<file path="config.mk">
export PLATFORM = sky130hd
export DESIGN_NAME = mic_ifu
export DESIGN_NICKNAME = d
export VERILOG_FILES = /design/src/rtl/mic_ifu.sv
export SDC_FILE = /design/constraint.sdc
export NUM_CORES = 1
export LEC_CHECK = 0
export ABC_CLOCK_PERIOD_IN_PS = 15000
export CORE_MARGIN = 2
export CORE_UTILIZATION = 56
export CTS_CLUSTER_DIAMETER = 120
export DETAILED_ROUTE_END_ITERATION = 7
export PLACE_DENSITY = 0.87
export SKIP_LAST_GASP = 1
export SLEW_MARGIN = 40
export SYNTH_ARGS = -nofsm -noshare
export SYNTH_HDL_FRONTEND = slang
export SYNTH_SLANG_ARGS = --single-unit
</file>
<file path="constraint.sdc">
create_clock -name clk -period 15 [get_ports clk]
set_clock_uncertainty 0.15 [all_clocks]
set_input_delay 2.25 -clock clk [delete_from_list [all_inputs] [get_ports clk]]
set_output_delay 2.25 -clock clk [all_outputs]
set_load 0.01 [all_outputs]
</file>
<file path="src/rtl/mic_ifu.sv">
// mic_ifu -- instruction fetch unit for the MIC datapath.
//
// Prefetches big-endian 32-bit words from memory into a small byte queue
// and presents the head of the queue as MBR1 / MBR2 for the B bus.
// A private byte-granular PC tracks the address of queue byte 0.
//
// Ports
//   clk        system clock, all state on posedge
//   reset      asynchronous, active-low reset
//   pcLoad     PC written from the C bus this cycle (flushes the queue)
//   pcIn       new PC byte address
//   consume1   microinstruction read MBR1, advance 1 byte
//   consume2   microinstruction read MBR2, advance 2 bytes
//   memReq     fetch request level, held until memValid
//   memAddr    word-aligned fetch address, held while memReq is high
//   memRdata   fetched word, byte at addr+0 in [31:24]
//   memValid   one-cycle strobe, memRdata valid
//   mbr1       queue byte 0
//   mbr1Sx     mbr1 sign-extended to 32 bits
//   mbr1Zx     mbr1 zero-extended to 32 bits
//   mbr2Sx     {byte0,byte1} sign-extended to 32 bits
//   mbr1Valid  at least one byte queued
//   mbr2Valid  at least two bytes queued
//   pcOut      byte address of queue byte 0
module mic_ifu #(
   parameter int QUEUE_BYTES = 6,
   parameter int ADDR_W      = 32
) (
   input  logic              clk,
   input  logic              reset,
   input  logic              pcLoad,
   input  logic [31:0]       pcIn,
   input  logic              consume1,
   input  logic              consume2,
   output logic              memReq,
   output logic [ADDR_W-1:0] memAddr,
   input  logic [31:0]       memRdata,
   input  logic              memValid,
   output logic [7:0]        mbr1,
   output logic [31:0]       mbr1Sx,
   output logic [31:0]       mbr1Zx,
   output logic [31:0]       mbr2Sx,
   output logic              mbr1Valid,
   output logic              mbr2Valid,
   output logic [31:0]       pcOut
);

   localparam int CW = $clog2(QUEUE_BYTES + 1);

   typedef enum logic [1:0] {
      S_IDLE = 2'd0,
      S_WAIT = 2'd1,
      S_DROP = 2'd2
   } state_t;

   state_t            state, state_nxt;
   logic [7:0]        q     [QUEUE_BYTES];
   logic [7:0]        q_nxt [QUEUE_BYTES];
   logic [7:0]        q_sh  [QUEUE_BYTES];
   logic [CW-1:0]     count, count_nxt, count_c;
   logic [ADDR_W-1:0] imar, imar_nxt;
   logic [ADDR_W-1:0] addr, addr_nxt;
   logic [1:0]        skip, skip_nxt;
   logic [31:0]       pc, pc_nxt;
   logic [1:0]        used;
   logic [2:0]        n_app;
   logic              take;

   function automatic logic [31:0] sx8(input logic signed [7:0] b);
      logic signed [31:0] r;
      r = b;
      return r;
   endfunction

   function automatic logic [31:0] zx8(input logic [7:0] b);
      return {24'h000000, b};
   endfunction

   function automatic logic [31:0] sx16(input logic signed [15:0] h);
      logic signed [31:0] r;
      r = h;
      return r;
   endfunction

   // Bytes consumed this cycle; a consume that the queue cannot satisfy is dropped.
   always_comb begin
      used = 2'd0;
      if (consume2 && (count >= CW'(2)))
         used = 2'd2;
      else if (consume1 && (count >= CW'(1)))
         used = 2'd1;
   end

   assign count_c = count - CW'(used);
   assign n_app   = 3'd4 - {1'b0, skip};
   // Only a response to a live request is appended; a same-cycle pcLoad kills it.
   assign take    = (state == S_WAIT) && memValid && !pcLoad;

   always_comb begin
      for (int i = 0; i < QUEUE_BYTES; i++) begin
         q_sh[i] = 8'h00;
         if (i + int'(used) < QUEUE_BYTES)
            q_sh[i] = q[i + int'(used)];
      end
   end

   always_comb begin
      int idx;
      idx       = 0;
      state_nxt = state;
      addr_nxt  = addr;
      imar_nxt  = imar;
      skip_nxt  = skip;
      pc_nxt    = pc;
      count_nxt = count;
      for (int i = 0; i < QUEUE_BYTES; i++)
         q_nxt[i] = q[i];

      case (state)
         S_IDLE: begin
            // Issue only when a whole word is guaranteed to fit.
            if (!pcLoad && (count <= CW'(QUEUE_BYTES - 4))) begin
               state_nxt = S_WAIT;
               addr_nxt  = imar;
            end
         end
         S_WAIT: begin
            if (memValid)
               state_nxt = S_IDLE;
            else if (pcLoad)
               state_nxt = S_DROP;
         end
         S_DROP: begin
            // The outstanding request must still retire; its data is stale.
            if (memValid)
               state_nxt = S_IDLE;
         end
         default: state_nxt = S_IDLE;
      endcase

      if (pcLoad) begin
         count_nxt = '0;
         pc_nxt    = pcIn;
         imar_nxt  = {pcIn[ADDR_W-1:2], 2'b00};
         skip_nxt  = pcIn[1:0];
      end else begin
         for (int i = 0; i < QUEUE_BYTES; i++)
            q_nxt[i] = q_sh[i];
         count_nxt = count_c;
         pc_nxt    = pc + 32'(used);
         if (take) begin
            // Append after the consume shift; leading bytes before an unaligned
            // PC target are skipped once.
            for (int k = 0; k < 4; k++) begin
               if (k >= int'(skip)) begin
                  idx = int'(count_c) + k - int'(skip);
                  if (idx < QUEUE_BYTES)
                     q_nxt[idx] = memRdata[31 - 8*k -: 8];
               end
            end
            count_nxt = count_c + CW'(n_app);
            skip_nxt  = 2'd0;
            imar_nxt  = imar + ADDR_W'(4);
         end
      end
   end

   always_ff @(posedge clk or negedge reset) begin
      if (!reset) begin
         state <= S_IDLE;
         addr  <= '0;
         imar  <= '0;
         skip  <= 2'd0;
         pc    <= 32'h0;
         count <= '0;
         for (int i = 0; i < QUEUE_BYTES; i++)
            q[i] <= 8'h00;
      end else begin
         state <= state_nxt;
         addr  <= addr_nxt;
         imar  <= imar_nxt;
         skip  <= skip_nxt;
         pc    <= pc_nxt;
         count <= count_nxt;
         for (int i = 0; i < QUEUE_BYTES; i++)
            q[i] <= q_nxt[i];
      end
   end

   assign memReq    = (state != S_IDLE);
   assign memAddr   = addr;
   assign mbr1      = q[0];
   assign mbr1Sx    = sx8(q[0]);
   assign mbr1Zx    = zx8(q[0]);
   assign mbr2Sx    = sx16({q[0], q[1]});
   assign mbr1Valid = (count >= CW'(1));
   assign mbr2Valid = (count >= CW'(2));
   assign pcOut     = pc;

endmodule

</file>
# After elaboration in Yosys (flattened, before gate mapping)

Cells that the tools add are included.

Bits of input ports: 70
Logic and storage cells: 153
Flip-flop bits (word level): 151
Output and inout bits: 171

Bitwise logic cells: 10
Equal/unequal tests: 5
Magnitude comparators: 30
Reductions and logical operators: 15
Muxes and demuxes: 64
Add/subtract/negate cells: 17

Operator list:

| kind                    | number |
|---|---|
| $mux W48                | 14 |
| $ge A32 B4 Y1 const B   | 10 |
| $bwmux W48              | 4 |
| $mux W8                 | 22 |
| $lt A32 B4 Y1 const B   | 5 |
| $bmux W8 S3             | 6 |
| $lt A32 B1 Y1 const B   | 4 |
| $not A32 Y32            | 4 |
| $demux W8 S3            | 4 |
| $mux W32                | 3 |
| $not A3 Y32             | 3 |
| $not A4 Y32             | 2 |
| $add A32 B2 Y32         | 1 |
| $add A32 B3 Y32 const B | 1 |
| $not A2 Y32             | 1 |
| $lt A5 B4 Y1 const B    | 3 |
| $sub A4 B2 Y5           | 3 |
| $mux W2                 | 7 |
| $logic_and A1 B1 Y1     | 9 |
| $add A3 B2 Y4 const A   | 2 |
| $add A3 B2 Y4 const B   | 2 |
| $add A2 B2 Y3 const A   | 2 |
| $mux W3                 | 2 |
| $pmux W2 S3             | 1 |
| other kinds (23)        | 26 |

# Depth between registers and ports, before layout

Word-level depth: 29
Depth in mapped cells: 21
Mapped depth without buffers: 16

# Least setup slack after synthesis

No wires, ideal clock.

Path type: input-to-reg
Start point: input port consume2
End point: register q[11] (netlist bit)
Library setup time: 130 ps
Buffers on the path: 3
Stages on the path: 19
Data arrival time: 6254 ps
Setup slack: 8466 ps
Data required time: 14720 ps
Cells stage by stage: o21ai_1 -> nand3_1 -> inv_2 -> buf_2 -> buf_2 -> ha_1 -> inv_1 -> fa_1 -> ha_1 -> inv_1 -> ha_1 -> inv_1 -> fa_1 -> or3_1 -> a211oi_2 -> buf_2 -> a211oi_1 -> a211oi_1 -> o21ai_0

Word-level cells in the longest chain between the ends: 27
Elaborated cells between the ends (all ways): 63
Classes of those cells: add/sub: 9; order compare: 13; mux: 31; bitwise: 5; reduce/logical: 5

RTL lines:

| element                                                              | line | source |
|---|---|---|
| start: declaration                                                   | 34   | `input logic consume2,` |
| $logic_and A1 B1 Y1 (*)                                              | 88   | `if (consume2 && (count >= CW'(2)))` |
| $mux W2 (*)                                                          | 88   |  |
| $sub A3 B2 Y3                                                        | 94   | `assign count_c = count - CW'(used);` |
| $sub A3 B2 Y4                                                        | 156  | `idx = int'(count_c) + k - int'(skip);` |
| $not A32 Y32 (implied by the code)                                   | 158  | `q_nxt[idx] = memRdata[31 - 8*k -: 8];` |
| $ge A32 B4 Y1 (implied by the code) or $lt A32 B1 Y1 (tied branches) | 158  |  |
| $logic_and A1 B1 Y1 (implied by the code)                            | 158  |  |
| $mux W8 (implied by the code)                                        | 158  |  |
| [... 11 more ...]                                                    | n/a  |  |
| $bwmux W48                                                           | 158  |  |
| $mux W48                                                             | 157  | `if (idx < QUEUE_BYTES)` |
| $mux W48                                                             | 155  | `if (k >= int'(skip)) begin` |
| $mux W48                                                             | 151  | `if (take) begin` |
| $mux W48                                                             | 141  | `if (pcLoad) begin` |
| $bwmux W48                                                           | 158  |  |
| $mux W48                                                             | 157  |  |
| $mux W48 (*)                                                         | 151  |  |
| end signal: indexed assignment                                       | 186  | `q[i] <= q_nxt[i];` |
| end: declaration                                                     | 57   | `logic [7:0] q [QUEUE_BYTES];` |

Every way passes the cells marked *; elsewhere a longest branch is shown, timed or not. The select of a mux whose other input is x is not followed.
A chain may end at the register's enable or synchronous reset.

# Final worst setup path

Start point: input port consume2
End point: register q, in the netlist mbr2Sx[6]

The elaborated chain is that of the path after synthesis.

==> flow_summary.json <==
{
  "cts_tree": "built",
  "post-dp-hpwl_mm": 23.05,
  "placed_cells": 1457,
  "num_rows": 50,
  "initial_core_util": 0.5743,
  "yosysUniqueCellTypes": 76,
  "fmax_mhz": 136.4,
  "final_cells": 1489,
  "area_growth_pct": 20.27,
  "leakage_nw": 5.188,
  "avgSynthCellArea_um2": 9.373,
  "max_slew_margin": 0.4399,
  "hold_slack_ns": 0.3549,
  "gp_congestion": 0.9728,
  "drt_iter0_markers": 1351,
  "track_usage": 0.3229,
  "design.die.area_um2": 20370,
  "drv_cap": 0,
  "synthTopCellsByArea": "dfrtp_1, buf_4, mux2_2, mux2i_1, xor2_1",
  "violations": "design-rule violations",
  "async_flop_share": 1.000,
  "clock_latency_ns": 0.43,
  "clkSinkCount": 147,
  "holdBufCountCts": 0,
  "htree_num_levels": 4,
  "tightestPinTransition_ns": 0.8337,
  "dr.pass1.iters": 8,
  "drive_gt1_frac": 0.1211,
  "numPortBuffers": 214,
  "wl_per_cell_um": 22.35,
  "synth_top_cell_by_area": "dfrtp_1",
  "synth_area_um2": 10780,
  "power_frac_seq": 0.234,
  "path_class": "input pin to register",
  "ys_top_cells_by_count": "dfrtp_1, buf_4, nand2_1",
  "min_period_over_period": 0.4886,
  "post_cts_resized": 0,
  "ys.flop_type": "dfrtp_1",
  "cts_made_buffers": 17,
  "p_switching_mw": 1.294,
  "hold_violations": 0,
  "coreArea_um2": 18770,
  "rsz0062_at_grt": "false",
  "drt_drc_violations_left": 24,
  "post_cts_buffers": 0,
  "route.vias.total": 10070,
  "clockBufferDepth": 2,
  "final-setup-viol-count": 0,
  "vias_per_cell": 6.760,
  "hold_class": "register to register",
  "seq_area_frac_synth": 0.3413,
  "ant_nets": 0,
  "required_ns": 15.16,
  "status": "finished, violations left",
  "yosysMostFrequentCell": "dfrtp_1",
  "layout.nets": 1333,
  "yosys_warnings": 0,
  "antenna_found_initial": 0,
  "p_clk_frac": 0.157,
  "p_int_mw": 1.495,
  "wl_mm": 33.28,
  "min_period_ns": 7.330,
  "crit_path_start_kind": "input pin",
  "dieHeight_um": 142.7,
  "cp_max_fo": 13,
  "first_global_vias": 9677,
  "power.density_nw_per_um2": 215.2,
  "insertedDiodeCount": 0,
  "grt_max_degree": 78,
  "endpoint_kind": "register",
  "synth_edf_count": 0,
  "synth-seq-cells": 147,
  "grt_overflow": 0,
  "clock_tree.root_cell": "clkbuf_16",
  "p_sw_frac": 0.4640,
  "grt_pass1_wl_mm": 52.09,
  "critical_path_arrival_ns": 7.49,
  "die_x_um": 142.7,
  "synth_top_cell_area_share": 0.3413,
  "syn_inst": 1150,
  "slew_viol_final": 0,
  "pwr-share-comb": 0.609,
  "io_pins": 241,
  "path_clk_slew_ns": 0.07,
  "fin_tns_setup_ns": 0,
  "ir_drop_mv": 0.1409
}
-- routing by layer --
metal / GRT usage / up-vias / wire, um
li1: - / 4360 / -
met1: 0.4229 / 4800 / 12630
met2: 0.5121 / 755 / 15530
met3: 0.08048 / 150 / 3955
met4: 0.1360 / 0 / 1161
met5: 0 / - / 0
-- path summary, 6_finish.rpt --
| check | from | end | slack, ns | depth (start not counted) |
|---|---|---|---|---|
| min in group asynchronous | reset | memAddr[8]$_DFFE_PN0P_ | 1.67 | 1 |
| hold / removal | memAddr[21]$_DFFE_PN0P_ | memAddr[21]$_DFFE_PN0P_ | 0.35 | 1 |
| hold reg to reg | memAddr[21]$_DFFE_PN0P_ | memAddr[21]$_DFFE_PN0P_ | 0.35 | 1 |
| max in group asynchronous | reset | mbr1[7]$_DFFE_PN0N_ | 11.80 | 2 |
| setup reg to reg | count[2]$_DFF_PN0_ | mbr2Sx[6]$_DFFE_PN0N_ | 9.16 | 16 |
| setup / recovery | consume2 | mbr2Sx[6]$_DFFE_PN0N_ | 7.67 | 17 |
-- logic make-up after synthesis --
| group | share of synthesized area |
|---|---|
| xor+xnor | 0.05363 |
| flops | 0.3413 |
| mux | 0.09530 |
| buf+inv | 0.1149 |
| other cells | 0.0003479 |
| fa+ha+maj | 0.02856 |
| simple gates | 0.1413 |
| compound gates | 0.2247 |
-- stage by stage --
stage	setup slack [ns]	power (mW)	instance area [um^2]	utilization
after floorplan	8.466	1.807	10870	-
after global routing	7.367	2.935	12960	0.6907
after detailed placement	7.352	2.295	12350	0.6579
final	7.670	2.789	12960	0.6907
after global placement	7.468	2.231	12300	0.6554
after CTS	7.783	2.741	12950	0.6898
-- state kept, by name (all words and copies together), names as in the netlist --
signal	flops
skip	2
state	2
memAddr	30
mbr2Sx	8
mbr1	8
count	3
pcOut	32
q	32
imar	30
-- worst max-delay path, stage by stage --
cell	delay, ns
clkdlybuf4s50_1	0.42
o21ai_1	0.44
nand3_1	0.68
inv_2	0.21
ha_1	0.17
inv_1	0.05
fa_1	0.47
ha_1	0.33
inv_1	0.10
ha_1	0.17
inv_1	0.05
fa_1	0.59
nand3_1	0.17
a211oi_4	0.57
or2_1	0.38
a2111oi_2	0.06
a2111o_1	0.36
-- cells in the final DEF, fill, tap and decap left out, types with 11 or more instances in the layout --
master,instances
or2_2,12
o22ai_1,12
ha_1,15
a21oi_1,43
nand2b_1,11
clkdlybuf4s50_1,212
xnor2_1,26
inv_1,28
a222oi_1,15
a211oi_1,25
a22oi_1,32
dfrtp_1,146
xor2_1,35
o21ai_0,31
a211o_1,15
mux2i_1,43
o221a_2,14
nor3_1,22
o221ai_1,26
buf_4,11
nand2_1,75
clkbuf_16,17
nand3_1,34
a221oi_1,22
and2_1,18
mux2_2,53
nor2_1,53
conb_1,26
and3_1,15
a221o_1,20
nand4_1,12
-- cell type report --
cell class | count | area [um^2]
fill | 1390 | 5804
timing repair buffer | 228 | 2248
tap | 234 | 292.8
inverter | 32 | 122.6
multi-input combinational | 816 | 6022
clock inverter | 14 | 158.9
sequential | 147 | 3680
clock buffer | 18 | 439.2
-- power groups by stage --
stage	combinational [mW]	sequential [mW]	clock (mW)
2_1_floorplan	1.17	0.636	0
4_1_cts	1.65	0.647	0.439
3_5_place_dp	1.64	0.653	0
5_1_grt	1.81	0.669	0.456
3_3_place_gp	1.59	0.646	0
6_report	1.70	0.652	0.439
Note: power is estimated with default switching activity, not from simulation.
